===== config.mk =====
export PLATFORM = sky130hd
export DESIGN_NAME = gradient_magnitude_pipe
export DESIGN_NICKNAME = d
export VERILOG_FILES = /design/src/rtl/mag_pkg.sv /design/src/rtl/mag_quantize.sv /design/src/rtl/gradient_magnitude_pipe.sv
export SDC_FILE = /design/constraint.sdc
export NUM_CORES = 1
export LEC_CHECK = 0
export CAP_MARGIN = 15
export CORE_MARGIN = 2
export CORE_UTILIZATION = 60
export DETAILED_ROUTE_END_ITERATION = 7
export PLACE_DENSITY = 0.85
export SLEW_MARGIN = 5
export SYNTH_ARGS = -nofsm -noshare
export SYNTH_HDL_FRONTEND = slang
export SYNTH_HIERARCHICAL = 1
export SYNTH_SLANG_ARGS = --single-unit

===== constraint.sdc =====
create_clock -name clk -period 10.9 [get_ports clk]
set_clock_uncertainty 0.1 [all_clocks]
set_input_delay 1.09 -clock clk [delete_from_list [all_inputs] [get_ports clk]]
set_output_delay 1.09 -clock clk [all_outputs]
set_load 0.05 [all_outputs]

===== src/rtl/mag_pkg.sv =====
// Shared width helpers for the Sobel gradient-magnitude path.
package mag_pkg;

  // Magnitude width after dropping the sign bit and DROP LSBs.
  function automatic int unsigned mag_aw(input int unsigned gw, input int unsigned drop);
    return gw - 32'd1 - drop;
  endfunction

  // Width of one squared magnitude.
  function automatic int unsigned mag_sqw(input int unsigned aw);
    return 32'd2 * aw;
  endfunction

  // Width of the sum of two squares; one carry bit covers the worst case.
  function automatic int unsigned mag_sw(input int unsigned sqw);
    return sqw + 32'd1;
  endfunction

  // Largest representable output pixel code.
  function automatic int unsigned pix_max(input int unsigned pw);
    return (32'd1 << pw) - 32'd1;
  endfunction

endpackage


===== src/rtl/mag_quantize.sv =====
// Maps a sum of squares onto PW-bit pixel bins of STEP sum units each.
module mag_quantize
  import mag_pkg::*;
#(
  parameter int unsigned SW   = 11,
  parameter int unsigned PW   = 4,
  parameter int unsigned STEP = 10
) (
  input  logic [SW-1:0] sum_i,
  output logic [PW-1:0] pixel_o,
  output logic          sat_o
);

  localparam int unsigned PMAX = pix_max(PW);

  logic [31:0] sum_ext;
  assign sum_ext = 32'(sum_i);

  // Comparator chain: the highest multiple of STEP not above sum picks the bin.
  always_comb begin
    pixel_o = '0;
    for (int unsigned k = 1; k <= PMAX; k++) begin
      if (sum_ext >= k * STEP) pixel_o = PW'(k);
    end
    sat_o = (sum_ext >= (PMAX + 32'd1) * STEP);
  end

endmodule


===== src/rtl/gradient_magnitude_pipe.sv =====
// 3-stage elastic gradient-magnitude pipeline: abs/trunc, square, sum/quantise.
// Optional saturation counter enabled by defining MAG_SAT_CNT_EN.
module gradient_magnitude_pipe
  import mag_pkg::*;
#(
  parameter int unsigned GW   = 10,
  parameter int unsigned DROP = 4,
  parameter int unsigned PW   = 4,
  parameter int unsigned STEP = 10
) (
  input  logic                 clk,
  input  logic                 rst,
  input  logic                 in_valid,
  output logic                 in_ready,
  input  logic signed [GW-1:0] gx,
  input  logic signed [GW-1:0] gy,
  input  logic                 in_last,
  output logic                 out_valid,
  input  logic                 out_ready,
  output logic [PW-1:0]        pixel,
  output logic                 out_last
`ifdef MAG_SAT_CNT_EN
  ,
  output logic [15:0]          sat_count
`endif
);

  localparam int unsigned AW  = mag_aw(GW, DROP);
  localparam int unsigned SQW = mag_sqw(AW);
  localparam int unsigned SW  = mag_sw(SQW);

  typedef struct packed {
    logic          last;
    logic [AW-1:0] ax;
    logic [AW-1:0] ay;
  } s1_t;

  typedef struct packed {
    logic           last;
    logic [SQW-1:0] sqx;
    logic [SQW-1:0] sqy;
  } s2_t;

  // |g| with the most negative code clamped, then DROP LSBs discarded.
  function automatic logic [AW-1:0] trunc_abs(input logic [GW-1:0] g);
    logic [GW-1:0] neg;
    logic [GW-2:0] mag;
    neg = ~g + GW'(1);
    if (!g[GW-1])      mag = g[GW-2:0];
    else if (neg[GW-1]) mag = '1;
    else               mag = neg[GW-2:0];
    return AW'(mag >> DROP);
  endfunction

  logic          v1_q, v1_d, v2_q, v2_d, v3_q, v3_d;
  s1_t           s1_q, s1_d;
  s2_t           s2_q, s2_d;
  logic [PW-1:0] pix_q, pix_d;
  logic          last_q, last_d;
  logic          sat_q, sat_d;
  logic          rdy1, rdy2, rdy3;
  logic [SW-1:0] sum_c;
  logic [PW-1:0] q_pix;
  logic          q_sat;

  // A stage can load when empty or when the stage after it is moving.
  assign rdy3 = !v3_q || out_ready;
  assign rdy2 = !v2_q || rdy3;
  assign rdy1 = !v1_q || rdy2;

  assign in_ready  = rdy1;
  assign out_valid = v3_q;
  assign pixel     = pix_q;
  assign out_last  = last_q;

  assign sum_c = SW'(s2_q.sqx) + SW'(s2_q.sqy);

  mag_quantize #(
    .SW   (SW),
    .PW   (PW),
    .STEP (STEP)
  ) u_quant (
    .sum_i   (sum_c),
    .pixel_o (q_pix),
    .sat_o   (q_sat)
  );

  // Next-state for the three stages; payload only moves with a valid token.
  always_comb begin
    v1_d   = v1_q;
    s1_d   = s1_q;
    v2_d   = v2_q;
    s2_d   = s2_q;
    v3_d   = v3_q;
    pix_d  = pix_q;
    last_d = last_q;
    sat_d  = sat_q;
    if (rdy1) begin
      v1_d = in_valid;
      if (in_valid) begin
        s1_d.last = in_last;
        s1_d.ax   = trunc_abs(gx);
        s1_d.ay   = trunc_abs(gy);
      end
    end
    if (rdy2) begin
      v2_d = v1_q;
      if (v1_q) begin
        s2_d.last = s1_q.last;
        s2_d.sqx  = SQW'(s1_q.ax) * SQW'(s1_q.ax);
        s2_d.sqy  = SQW'(s1_q.ay) * SQW'(s1_q.ay);
      end
    end
    if (rdy3) begin
      v3_d = v2_q;
      if (v2_q) begin
        pix_d  = q_pix;
        last_d = s2_q.last;
        sat_d  = q_sat;
      end
    end
  end

  // Pipeline registers; reset discards everything in flight.
  always_ff @(posedge clk) begin
    if (rst) begin
      v1_q   <= 1'b0;
      v2_q   <= 1'b0;
      v3_q   <= 1'b0;
      s1_q   <= '0;
      s2_q   <= '0;
      pix_q  <= '0;
      last_q <= 1'b0;
      sat_q  <= 1'b0;
    end else begin
      v1_q   <= v1_d;
      v2_q   <= v2_d;
      v3_q   <= v3_d;
      s1_q   <= s1_d;
      s2_q   <= s2_d;
      pix_q  <= pix_d;
      last_q <= last_d;
      sat_q  <= sat_d;
    end
  end

`ifdef MAG_SAT_CNT_EN
  logic        out_xfer;
  logic [15:0] cnt_q, cnt_d, cnt_incl;

  assign out_xfer = v3_q && out_ready;

  // The frame total must already include the pixel leaving this cycle,
  // so the visible count is the incremented value, cleared after out_last.
  always_comb begin
    cnt_incl = cnt_q;
    if (out_xfer && sat_q && (cnt_q != 16'hFFFF)) cnt_incl = cnt_q + 16'd1;
    cnt_d = cnt_incl;
    if (out_xfer && last_q) cnt_d = '0;
  end

  assign sat_count = cnt_incl;

  // Saturation counter register.
  always_ff @(posedge clk) begin
    if (rst) cnt_q <= '0;
    else     cnt_q <= cnt_d;
  end
`else
  logic unused_sat;
  assign unused_sat = sat_q;
`endif

endmodule


Yosys cells after proc, flatten, opt, wreduce, memory -nomap -nowiden --
Cells that the tools add are included.
Word-level totals: input port bits 25, bits in registers 40, output and inout port bits 7, word-level logic and storage cells 61
Operators by class: reduce and logical (&&, ||, !) cells 9, bitwise operators 2, $mul 2, mux-type cells 19, order comparisons 15, add/subtract/negate cells 3
Operators by type and width (number):
- 11-bit by 7-bit greater-or-equal comparator with 1-bit output, second input constant | 6
- 9-bit two-way mux | 4
- 11-bit by 6-bit greater-or-equal comparator with 1-bit output, second input constant | 3
- 11-bit by 8-bit greater-or-equal comparator with 1-bit output, second input constant | 3
- 4-bit two-way mux | 8
- 11-bit by 5-bit greater-or-equal comparator with 1-bit output, second input constant | 2
- 10-bit by 1-bit adder with 10-bit output, second input constant | 2
- 5-bit by 5-bit multiplier with 10-bit output | 2
- 10-bit inverter | 2
- 3-bit two-way mux | 4
- 10-bit by 10-bit adder with 11-bit output | 1
- 11-bit by 4-bit greater-or-equal comparator with 1-bit output, second input constant | 1
- 2-bit AND reduction | 3
- 2-bit two-way mux | 2
- 1-bit zero test | 3
- 1-bit logical OR | 3
- 1-bit two-way mux | 1

Logic depth before layout (Yosys ltp) --
depth in word-level cells 17, depth in mapped cells 12, depth with buffers taken out 12

Cells and area by module --
Netlist, hierarchy kept.
By module, submodules not included:
- gradient_magnitude_pipe | cells each 340, area each 2801.4 µm², instances 1, seq. area each 760.7 µm²
- mag_quantize | cells each 53, area each 317.8 µm², instances 1, seq. area each 0.0 µm²

Worst setup path after synthesis --
OpenSTA, ideal clock, no wires.
kind flip-flop to flip-flop, from register s1_q[6] (netlist bit), to register s2_q[18] (netlist bit), setup slack 7428 ps, arrival time 3308 ps, path buffers 1, required time 10736 ps, stages on the path, launching flop included 12, cell sequence dfxtp_1 > clkbuf_1 > nand2_1 > fa_1 > fa_1 > inv_1 > ha_1 > a31o_2 > ha_1 > a21boi_0 > or4b_2 > nand4_1
Between the ends: longest elaborated chain between the ends 1
RTL lines:
- start, declared | line gradient_magnitude_pipe.sv:56 | s1_t s1_q, s1_d;
- start signal, assigned | line gradient_magnitude_pipe.sv:130 | s1_q <= '0;
- start signal, assigned | line gradient_magnitude_pipe.sv:139 | s1_q <= s1_d;
- 5-bit by 5-bit multiplier with 10-bit output | line gradient_magnitude_pipe.sv:110 | s2_d.sqx = SQW'(s1_q.ax) * SQW'(s1_q.ax);
- end signal, assigned | line gradient_magnitude_pipe.sv:131 | s2_q <= '0;
- end signal, assigned | line gradient_magnitude_pipe.sv:140 | s2_q <= s2_d;
- end, declared | line gradient_magnitude_pipe.sv:57 | s2_t s2_q, s2_d;
No other way between the ends. A chain may end at the register's enable or synchronous reset.

Final worst setup path --
from input out_ready, to output in_ready
Between the ends: longest elaborated chain between the ends 3
RTL lines:
- start, declared | line gradient_magnitude_pipe.sv:19 | input logic out_ready,
- 1-bit logical OR | line gradient_magnitude_pipe.sv:67 | assign rdy3 = !v3_q || out_ready;
- 1-bit logical OR | line gradient_magnitude_pipe.sv:68 | assign rdy2 = !v2_q || rdy3;
- 1-bit logical OR | line gradient_magnitude_pipe.sv:69 | assign rdy1 = !v1_q || rdy2;
- end, declared | line gradient_magnitude_pipe.sv:14 | output logic in_ready,
No other way between the ends.

==> flow_metrics.tcl <==
set metrics [dict create \
    status "finished, final reports clean" \
    max_cap_viol_count 0 \
    met1_length_mm 2.90 \
    final_area_mm2 0.00353 \
    grt_max_degree 54 \
    drc_errors 0 \
    top_layer "met4" \
    tns_ns 0 \
    crit_path_max_incr_delay_ns 0.83 \
    synth_common_cells "nand2_1, dfxtp_1, a21oi_1" \
    fmax_mhz 263 \
    worstRegToRegCells 10 \
    dp_cells 472 \
    synth_top_family_by_area "simple AND/OR/NAND/NOR gates" \
    syn_to_final_growth_pct 13.2 \
    cts_resized 0 \
    core-area_mm2 0.00507 \
    slew_violations 0 \
    min_path_cells 2 \
    port-buffer-count 31 \
    antenna_cells 0 \
    num_io_pins 32 \
    pwr_density_cell_mw_per_mm2 97.0 \
    path_clk_slew_ns 0.08 \
    syn_area_per_cell_um2 7.94 \
    overflow 0 \
    p_leak_nw 1.51 \
    finalCritPeriodShare_pct 34.9 \
    netlist_area_mm2 0.00312 \
    cp.depth 3 \
    path_common_cell "clkdlybuf4s50_1" \
    die_h_um 76.1 \
    synthTopCellsByArea "dfxtp_1, ha_1, a21oi_1" \
    arrival_ns 2.61 \
    dieArea_mm2 0.00579 \
    cts_num_sinks 38 \
    path_class "input pin to output pin" \
    avgRoutedWirePerCell_um 13.4 \
    ys_warn_count 6 \
    required_ns 9.71 \
    ant_nets 0 \
    tritoncts "yes" \
    synth_cell_types 54 \
    placed_area_mm2 0.00342 \
    via_count 2839 \
    dp_hpwl_mm 4.89 \
    startpoint_type "input pin" \
    critical_path_buf_inv_count 2 \
    cts-hold-fix-buffers 0 \
    met2WireLength_mm 3.27 \
    cts_root_buf "clkbuf_8" \
    instances_no_fill 480 \
    cts_setup_buffers 0 \
    tightest_slew_ns 1.07 \
    met3_length_um 157 \
    synth_top_cell_by_area "dfxtp_1" \
    hp-class "flip-flop to flip-flop" \
    max_slew_margin_pct 27.9 \
    syn-instance-count 393 \
    synth_mux_area_share_pct 1.60 \
    viasPerCell 5.91 \
    worstPathCellList "clkdlybuf4s50_1, nand4b_1, clkdlybuf4s50_1" \
    synth_edf_count 0 \
    nets 469 \
    synth-simple-area-share_pct 25.5 \
    routabilityCongestion 0.908 \
    die_w_um 76.1 \
    setup-violations-final 0 \
    critPathMaxFanout 4 \
    clock_latency_ns 0.29 \
    grt_setup_unrepaired "false" \
    clk_path_buf_depth 2 \
    hold_viol_final 0 \
    routed_wl_mm 6.44 \
    antenna_found_initial 0 \
    grt_pass1_wl_mm 11.6 \
    drt_iter0_drc 121 \
    synth_xor_area_share_pct 4.49 \
    grt_pass1_vias 2728 \
    yosysSeqAreaShare_pct 24.4 \
    initial_core_util_pct 61.5 \
    synth-seq-cells 38 \
    cts_buffers 5 \
    async_flop_share_pct 0 \
    drt-pass1-iter-count 4 \
    fin_crit_ns 3.80 \
    path_delay_family "buffers and inverters" \
    vdd_drop_max_v 0.0000550 \
    ys.flop_type "dfxtp_1" \
    synth.most_common_cell "nand2_1" \
    htreeDepth 2 \
    grtUsageTotal_pct 23.6 \
    row_count 26 \
    cp-end-kind "output pin" \
    yosysTopAreaCellShare_pct 24.4 \
    syn-num-nets 453 \
    layout-drive-gt1-share_pct 4.39 \
    cp_slowest_cell "clkdlybuf4s50_1" \
    synth_fa_ha_area_share_pct 15.8 \
    synth_compound_area_share_pct 22.7 \
]
layer usage:
| layer | up-vias | track usage [%] |
|---|---|---|
| li1 | 1454 | - |
| met1 | 1328 | 28.4 |
| met2 | 46 | 43.0 |
| met3 | 11 | 3.32 |
| met4 | 0 | 8.36 |
| met5 | - | 0 |
logic make-up after synthesis:
family,Yosys count
flip-flops,38
AO/OA/AOI/OAI,109
multiplexers,5
adder cells (fa/ha/maj),36
XOR/XNOR,16
buffers and inverters,41
AND/OR/NAND/NOR,148
state kept, by name (all words and copies together), names as in the netlist:
name / flops
pixel: 4
v2_q: 1
s1_q: 11
s2_q: 19
out_valid: 1
out_last: 1
v1_q: 1
path summary, 6_finish.rpt:
kind | startpoint | endpoint | slack (ns)
worst max-delay path | out_ready | in_ready | 7.10
worst max register to register | s1_q[6] | s2_q[18] | 7.26
worst min register to register | s2_q[20] | s2_q[20] | 0.35
worst min-delay path | s2_q[20] | s2_q[20] | 0.35
power breakdown:
group | switching, mW | total, mW | internal, mW | leakage [nW]
logic | 0.0406 | 0.0731 | 0.0325 | 1.15
clock network | 0.0486 | 0.117 | 0.0685 | 0.0524
registers | 0.00754 | 0.152 | 0.145 | 0.310
cells in the final DEF (no fill, tap or decap), drive strengths merged, types with 9 or more instances in the layout:
cell type / Yosys / routed
and2: 15 / 15
o211ai: 10 / 10
dfxtp: 38 / 38
nor2: 29 / 29
o21ai: 18 / 18
nor2b: 9 / 9
nand2: 43 / 43
inv: 18 / 18
nand3b: 10 / 10
ha: 29 / 29
a211oi: 9 / 9
a21oi: 38 / 38
clkdlybuf4s50: 0 / 31
xor2: 10 / 10
per-stage QoR:
| step | power (mW) | setup WS, ns | hold slack [ns] | util, % |
|---|---|---|---|---|
| after detailed placement | 0.228 | 7.11 | 0.346 | 67.5 |
| after CTS | 0.345 | 7.10 | 0.356 | 69.6 |
| after floorplan | 0.206 | 7.43 | 0.332 | - |
| after global routing | 0.362 | 7.02 | 0.378 | 69.6 |
| after global placement | 0.225 | 7.13 | 0.344 | 67.5 |
| final | 0.343 | 7.10 | 0.354 | 69.6 |
worst min-delay path, cell delays in order (launching register included):
cell     delay (ns)
dfxtp_1        0.31
nand2_1        0.05
a21oi_1        0.05
layout make-up:
type | count | area, um2
sequential | 38 | 761
fill | 431 | 1550
timing repair buffer | 32 | 318
clock buffer | 7 | 76.3
clock inverter | 1 | 30.0
multi-input combinational | 314 | 2190
inverter | 18 | 67.6
tap | 70 | 87.6
Power figures use the tool's default switching activity.
